<file path="config.mk">
export PLATFORM = sky130hd
export DESIGN_NAME = vga_timing_gen
export DESIGN_NICKNAME = d
export VERILOG_FILES = /design/src/rtl/vga_timing_gen.sv
export SDC_FILE = /design/constraint.sdc
export NUM_CORES = 1
export LEC_CHECK = 0
export CAP_MARGIN = 20
export CORE_UTILIZATION = 46
export CTS_BUF_LIST = sky130_fd_sc_hd__clkbuf_4 sky130_fd_sc_hd__clkbuf_8
export CTS_CLUSTER_SIZE = 30
export DETAILED_ROUTE_END_ITERATION = 12
export GPL_TIMING_DRIVEN = 0
export PLACE_DENSITY = 0.84
export SYNTH_ARGS = -nofsm -noshare
export SYNTH_HDL_FRONTEND = slang
export SYNTH_SLANG_ARGS = --single-unit
</file>
<file path="constraint.sdc">
create_clock -name clk -period 2.15 [get_ports clk]
set_input_delay 0.215 -clock clk [delete_from_list [all_inputs] [get_ports clk]]
set_output_delay 0.215 -clock clk [all_outputs]
set_load 0.01 [all_outputs]
</file>
<file path="src/rtl/vga_timing_gen.sv">
// VGA timing generator: pixel-tick divider, h/v counters, coordinate request stage and aligned pixel/sync output stage.
// Optional colour-bar generator enabled by defining VGA_TEST_PATTERN_EN (adds the pattern_sel port).
module vga_timing_gen #(
    parameter int H_ACTIVE = 640,
    parameter int H_FP     = 16,
    parameter int H_SYNC   = 96,
    parameter int H_BP     = 48,
    parameter int V_ACTIVE = 480,
    parameter int V_FP     = 10,
    parameter int V_SYNC   = 2,
    parameter int V_BP     = 33,
    parameter bit HS_POL   = 1'b0,
    parameter bit VS_POL   = 1'b0,
    parameter int CLK_DIV  = 2,
    parameter int COLOR_W  = 8,
    localparam int H_TOTAL = H_ACTIVE + H_FP + H_SYNC + H_BP,
    localparam int V_TOTAL = V_ACTIVE + V_FP + V_SYNC + V_BP,
    localparam int X_W     = $clog2(H_TOTAL),
    localparam int Y_W     = $clog2(V_TOTAL)
) (
    input  logic               clk,
    input  logic               rst,
    input  logic               en,
    input  logic [COLOR_W-1:0] r_in,
    input  logic [COLOR_W-1:0] g_in,
    input  logic [COLOR_W-1:0] b_in,
`ifdef VGA_TEST_PATTERN_EN
    input  logic               pattern_sel,
`endif
    output logic [X_W-1:0]     o_x,
    output logic [Y_W-1:0]     o_y,
    output logic               o_req,
    output logic               o_frame_start,
    output logic [COLOR_W-1:0] R,
    output logic [COLOR_W-1:0] G,
    output logic [COLOR_W-1:0] B,
    output logic               o_hs,
    output logic               o_vs,
    output logic               o_sync,
    output logic               o_blank,
    output logic               o_clk
);
    localparam int DIV_W    = $clog2(CLK_DIV);
    localparam int HS_START = H_ACTIVE + H_FP;
    localparam int HS_END   = H_ACTIVE + H_FP + H_SYNC;
    localparam int VS_START = V_ACTIVE + V_FP;
    localparam int VS_END   = V_ACTIVE + V_FP + V_SYNC;

    logic [DIV_W-1:0]   div_q, div_d;
    logic [X_W-1:0]     h_q, h_d, x_q, x_d;
    logic [Y_W-1:0]     v_q, v_d, y_q, y_d;
    logic               tick, clk_q, clk_d;
    logic               req_q, req_d, fs_q, fs_d, hs_p1_q, hs_p1_d, vs_p1_q, vs_p1_d;
    logic [COLOR_W-1:0] r_q, r_d, g_q, g_d, b_q, b_d;
    logic [COLOR_W-1:0] pix_r, pix_g, pix_b;
    logic               blank_q, blank_d, hs_q, hs_d, vs_q, vs_d;

`ifdef VGA_TEST_PATTERN_EN
    logic [X_W-1:0] bar;
    logic [2:0]     bar_rgb;

    // Eight equal-width bars across the visible line, ordered by descending luminance.
    always_comb begin
        bar = x_q / X_W'(H_ACTIVE / 8);
        case (bar)
            X_W'(0): bar_rgb = 3'b111;
            X_W'(1): bar_rgb = 3'b110;
            X_W'(2): bar_rgb = 3'b011;
            X_W'(3): bar_rgb = 3'b010;
            X_W'(4): bar_rgb = 3'b101;
            X_W'(5): bar_rgb = 3'b100;
            X_W'(6): bar_rgb = 3'b001;
            default: bar_rgb = 3'b000;
        endcase
        pix_r = pattern_sel ? {COLOR_W{bar_rgb[2]}} : r_in;
        pix_g = pattern_sel ? {COLOR_W{bar_rgb[1]}} : g_in;
        pix_b = pattern_sel ? {COLOR_W{bar_rgb[0]}} : b_in;
    end
`else
    always_comb begin
        pix_r = r_in;
        pix_g = g_in;
        pix_b = b_in;
    end
`endif

    always_comb begin
        tick    = (int'(div_q) == CLK_DIV - 1);
        div_d   = div_q;
        clk_d   = clk_q;
        h_d     = h_q;
        v_d     = v_q;
        x_d     = x_q;
        y_d     = y_q;
        req_d   = req_q;
        fs_d    = 1'b0;
        hs_p1_d = hs_p1_q;
        vs_p1_d = vs_p1_q;
        r_d     = r_q;
        g_d     = g_q;
        b_d     = b_q;
        blank_d = blank_q;
        hs_d    = hs_q;
        vs_d    = vs_q;
        if (!en) begin
            div_d   = '0;
            clk_d   = 1'b0;
            h_d     = '0;
            v_d     = '0;
            x_d     = '0;
            y_d     = '0;
            req_d   = 1'b0;
            hs_p1_d = 1'b0;
            vs_p1_d = 1'b0;
            r_d     = '0;
            g_d     = '0;
            b_d     = '0;
            blank_d = 1'b0;
            hs_d    = ~HS_POL;
            vs_d    = ~VS_POL;
        end else begin
            div_d = tick ? '0 : div_q + DIV_W'(1);
            clk_d = (int'(div_d) >= CLK_DIV / 2);
            if (tick) begin
                if (int'(h_q) == H_TOTAL - 1) begin
                    h_d = '0;
                    v_d = (int'(v_q) == V_TOTAL - 1) ? '0 : v_q + Y_W'(1);
                end else begin
                    h_d = h_q + X_W'(1);
                end
                // stage 1: coordinate request and per-pixel flags
                x_d     = h_q;
                y_d     = v_q;
                req_d   = (int'(h_q) < H_ACTIVE) && (int'(v_q) < V_ACTIVE);
                fs_d    = (h_q == '0) && (v_q == '0);
                hs_p1_d = (int'(h_q) >= HS_START) && (int'(h_q) < HS_END);
                vs_p1_d = (int'(v_q) >= VS_START) && (int'(v_q) < VS_END);
                // stage 2: colour capture and pins, one tick behind stage 1
                r_d     = req_q ? pix_r : '0;
                g_d     = req_q ? pix_g : '0;
                b_d     = req_q ? pix_b : '0;
                blank_d = req_q;
                hs_d    = hs_p1_q ? HS_POL : ~HS_POL;
                vs_d    = vs_p1_q ? VS_POL : ~VS_POL;
            end
        end
    end

    always_ff @(posedge clk or posedge rst) begin
        if (rst) begin
            div_q   <= '0;
            clk_q   <= 1'b0;
            h_q     <= '0;
            v_q     <= '0;
            x_q     <= '0;
            y_q     <= '0;
            req_q   <= 1'b0;
            fs_q    <= 1'b0;
            hs_p1_q <= 1'b0;
            vs_p1_q <= 1'b0;
            r_q     <= '0;
            g_q     <= '0;
            b_q     <= '0;
            blank_q <= 1'b0;
            hs_q    <= ~HS_POL;
            vs_q    <= ~VS_POL;
        end else begin
            div_q   <= div_d;
            clk_q   <= clk_d;
            h_q     <= h_d;
            v_q     <= v_d;
            x_q     <= x_d;
            y_q     <= y_d;
            req_q   <= req_d;
            fs_q    <= fs_d;
            hs_p1_q <= hs_p1_d;
            vs_p1_q <= vs_p1_d;
            r_q     <= r_d;
            g_q     <= g_d;
            b_q     <= b_d;
            blank_q <= blank_d;
            hs_q    <= hs_d;
            vs_q    <= vs_d;
        end
    end

    assign o_x           = x_q;
    assign o_y           = y_q;
    assign o_req         = req_q;
    assign o_frame_start = fs_q;
    assign R             = r_q;
    assign G             = g_q;
    assign B             = b_q;
    assign o_hs          = hs_q;
    assign o_vs          = vs_q;
    assign o_sync        = 1'b0;
    assign o_blank       = blank_q;
    assign o_clk         = clk_q;
endmodule

</file>
==> run summary <==
The flow ran to the end, and the final reports show no timing, DRC or antenna violations. The distinct cell type count of the synthesized netlist is 43. Using the TritonRoute via totals, the vias-per-cell ratio works out to 5.593. The count of final setup violators came out at 0. The global-route usage over all layers came out at a little over a fifth.

The worst pin sits at a relative slew slack of 43.44%. The worst setup path is of the reg -> reg kind. The yosys synthesis warning count is 0. The placer's final routability congestion estimate came out at about 0.88. The area of placed instances is about 4000 µm². The post-synthesis sequential area ratio came out at 56.77%. The initial antenna violation count came out at 0.

The final design utilization came out at 65.71%. The width of the chip came out at 85.12 µm. The clock tree buffer depth came out at 2. The share of cells above drive strength 1 came out at 9.259%. The count of cells resized by post-cts repair came out at 0. The height of the die is around 85 µm. The first routing iteration left 166 violations. The die covers 7245 µm². The total non-filler cell area in the finished layout came out at 4268 µm². A synthesized cell averages approximately 11 µm². Along the worst path, the maximum fanout reaches 10. The required time at the endpoint of the critical path is 2.34 ns. The number of flip-flops and latches in the synthesized netlist came out at 72. After legalization and detailed placement, the total HPWL measured 5.044 mm. The arrival time at the worst endpoint came out at 2.11 ns. The number of inserted diodes is 0. In the post-synthesis netlist, the biggest area contributors are sky130_fd_sc_hd__dfrtp_1 (55%), sky130_fd_sc_hd__a22o_1 (7.2%), sky130_fd_sc_hd__mux2i_1 (6.3%).

The final net count is 404. The H-tree was split into 3 levels. The area of the mapped netlist came out at roughly 3200 µm². The path class of the tightest hold or removal check is in -> async. Clock tree synthesis selected as its root buffer the cell sky130_fd_sc_hd__clkbuf_8. STA classifies the critical path startpoint as a register. In this run the standard cell core region covers 6495 µm². Detailed routing inserted a total of 2545 vias. The clock transition time at the flip-flop clock pins of the worst setup and hold paths came out at about 0.080 ns.

TritonCTS built the clock tree. The max-slew violation count came out at 0. The slew of the pin with the lowest slew margin is 0.8484 ns.

Setup repair after global routing left no endpoint under its margin. Fill cells in the final layout number 495. The row count came out at 29. For this run, the detailed router's first-pass iteration total came to 4.

The final routed DRC violation total is 0. The number of failing hold endpoints at the final stage is 0. The worst path uses 89.24% of the clock period.

Synthesis produced a netlist with a net count of 317. The minimum clock period is 1.919 ns. The pin count of the biggest net entering global routing is 73. The post-CTS setup buffer count came out at 0. The remaining global-route overflow is 0. The worst ir drop on vdd is 0.0004392 V. The clock buffer count from CTS came out at 9. The first-pass GRT wire length came out at about 12 mm. The top cell type by area accounts for 55.12% of the synthesized area.

The remaining antenna violation count is 0. The number of violations of the max-capacitance limit came out at 0. The maximum clock skew at final layout is between 0.005 and 0.006 ns.

The synthesized instance count came out at about 290. STA classifies the critical path endpoint as a register. The boundary pin count is 78. In the final routed layout, each cell accounts on average for between 15 and 20 µm. The number of sinks handled by clock tree synthesis is between 70 and 80. The leakage power summed over all cells came out at 1.925 nW. The latest clock arrival within the worst-skew pair is 0.35 ns. The initial utilization of the core area, before any placement, comes to between 40% and 50%. The number of hold buffers added after CTS was 0. The achievable clock frequency is 0.5212 GHz. For this design the ratio of total power to cell area is roughly 660 nW/µm².

The wire length after detailed routing is 7.196 mm. The number of global-route vias before repair is 2497. Of all cell types, the one taking the most synthesized area is sky130_fd_sc_hd__dfrtp_1. The count of input and output buffers came out at 76. The area growth from synthesis to layout is 34.29%.
report_power, final:
group	total, mW	internal, mW	switching [mW]
Clock	1.22	0.714	0.501
Combinational	0.226	0.109	0.116
Sequential	1.39	1.37	0.0154
Total	2.83	2.20	0.633
flip-flops by register name (all words and copies together), names as in the netlist, 8 cells and up:
name and flops:
h_q 10, o_x 10, o_y 10, v_q 10, B 8, G 8
R 8
stage by stage:
step | setup WS [ns] | cells | total power [mW] | TNS, ns | hold WS (ns)
after floorplan | 0.1134 | 286 | 1.524 | 0 | 0.3477
final | 0.2313 | 455 | 2.830 | 0 | 0.3824
after detailed placement | 0.004597 | 439 | 1.643 | 0 | 0.4656
after global placement | -0.9851 | 439 | 1.635 | -69.41 | 0.4641
after CTS | 0.2102 | 455 | 2.849 | 0 | 0.4338
after global routing | 0.1317 | 455 | 2.927 | 0 | 0.4511
per-layer routing:
metal	up-vias	wire (µm)	global-route usage (%)
met3	13	422	5.156
met1	1243	3163	26.97
met2	80	3512	33.65
li1	1209	-	-
met5	-	0	0
met4	0	97	9.707
placed cells by master, fill, tap and decap left out, types with 3 or more instances in the layout:
cell type / instances
sky130_fd_sc_hd__a21oi_1: 4
sky130_fd_sc_hd__clkdlybuf4s50_1: 76
sky130_fd_sc_hd__ha_1: 4
sky130_fd_sc_hd__o21ai_0: 11
sky130_fd_sc_hd__inv_1: 8
sky130_fd_sc_hd__dfrtp_1: 70
sky130_fd_sc_hd__buf_2: 5
sky130_fd_sc_hd__xnor2_1: 3
sky130_fd_sc_hd__or3_1: 5
sky130_fd_sc_hd__nand4_1: 6
sky130_fd_sc_hd__nand2_1: 14
sky130_fd_sc_hd__a21o_1: 3
sky130_fd_sc_hd__a22o_1: 26
sky130_fd_sc_hd__nor2_1: 31
sky130_fd_sc_hd__and3_1: 5
sky130_fd_sc_hd__nor4_1: 4
sky130_fd_sc_hd__a31oi_1: 9
sky130_fd_sc_hd__nand3_1: 10
sky130_fd_sc_hd__clkbuf_1: 11
sky130_fd_sc_hd__clkbuf_8: 11
sky130_fd_sc_hd__nand3b_1: 5
sky130_fd_sc_hd__nor3_1: 4
sky130_fd_sc_hd__mux2i_1: 20
path summary, 6_finish.rpt:
check	slack (ns)	start	cells after the start	to
setup / recovery	0.23	h_q[7]	4	v_q[1]
hold / removal	0.38	rst	2	G[6]
setup reg to reg	0.23	h_q[7]	4	v_q[1]
hold reg to reg	0.48	vs_p1_q	1	vs_p1_q
max in group asynchronous	1.21	rst	2	o_blank
min in group clk	0.45	g_in[1]	2	G[1]
cell families after synthesis:
family,share of synthesized area (%)
flip-flops,56.77
multiplexers,6.653
other,0.1180
AND/OR/NAND/NOR,15.63
buffers and inverters,3.937
adder cells (fa/ha/maj),1.575
XOR/XNOR,1.103
AO/OA/AOI/OAI,14.21
area by class of cell:
cell class / count / area, µm² / share of cell area, %
multi-input cells: 184 / 1249 / 29.26
flip-flops and latches: 72 / 1804 / 42.28
repair buffers: 76 / 760.7 / 17.82
well taps: 77 / 96.34 / 2.257
plain buffers: 21 / 91.34 / 2.140
inverters: 9 / 36.28 / 0.8502
clock buffers: 11 / 151.4 / 3.547
clock inverters: 5 / 78.83 / 1.847
critical path, stage by stage, from the launching register on:
cell	delay, ns
sky130_fd_sc_hd__dfrtp_1	0.36
sky130_fd_sc_hd__buf_2	0.17
sky130_fd_sc_hd__nand4b_2	0.29
sky130_fd_sc_hd__o31ai_2	0.74
sky130_fd_sc_hd__o21ai_0	0.20
synthesized netlist by cell type (all sizes together):
master,number
and3,5
inv,9
nor2b,2
nand4,6
nor3,4
or2,1
nor3b,1
o311a,1
clkbuf,13
dfstp,2
ha,4
xnor2,3
or3,6
o21ai,11
nand4b,2
mux2i,20
nor4bb,1
nand3,10
nor4,5
o31a,2
a32o,2
nand3b,5
dfrtp,70
nand2,15
nor2,31
a31oi,9
a21o,3
xor2,1
conb,1
buf,8
mux2,1
a22o,26
a21oi,4
o31ai,2
No activity file was read; power rests on OpenSTA's default activity.
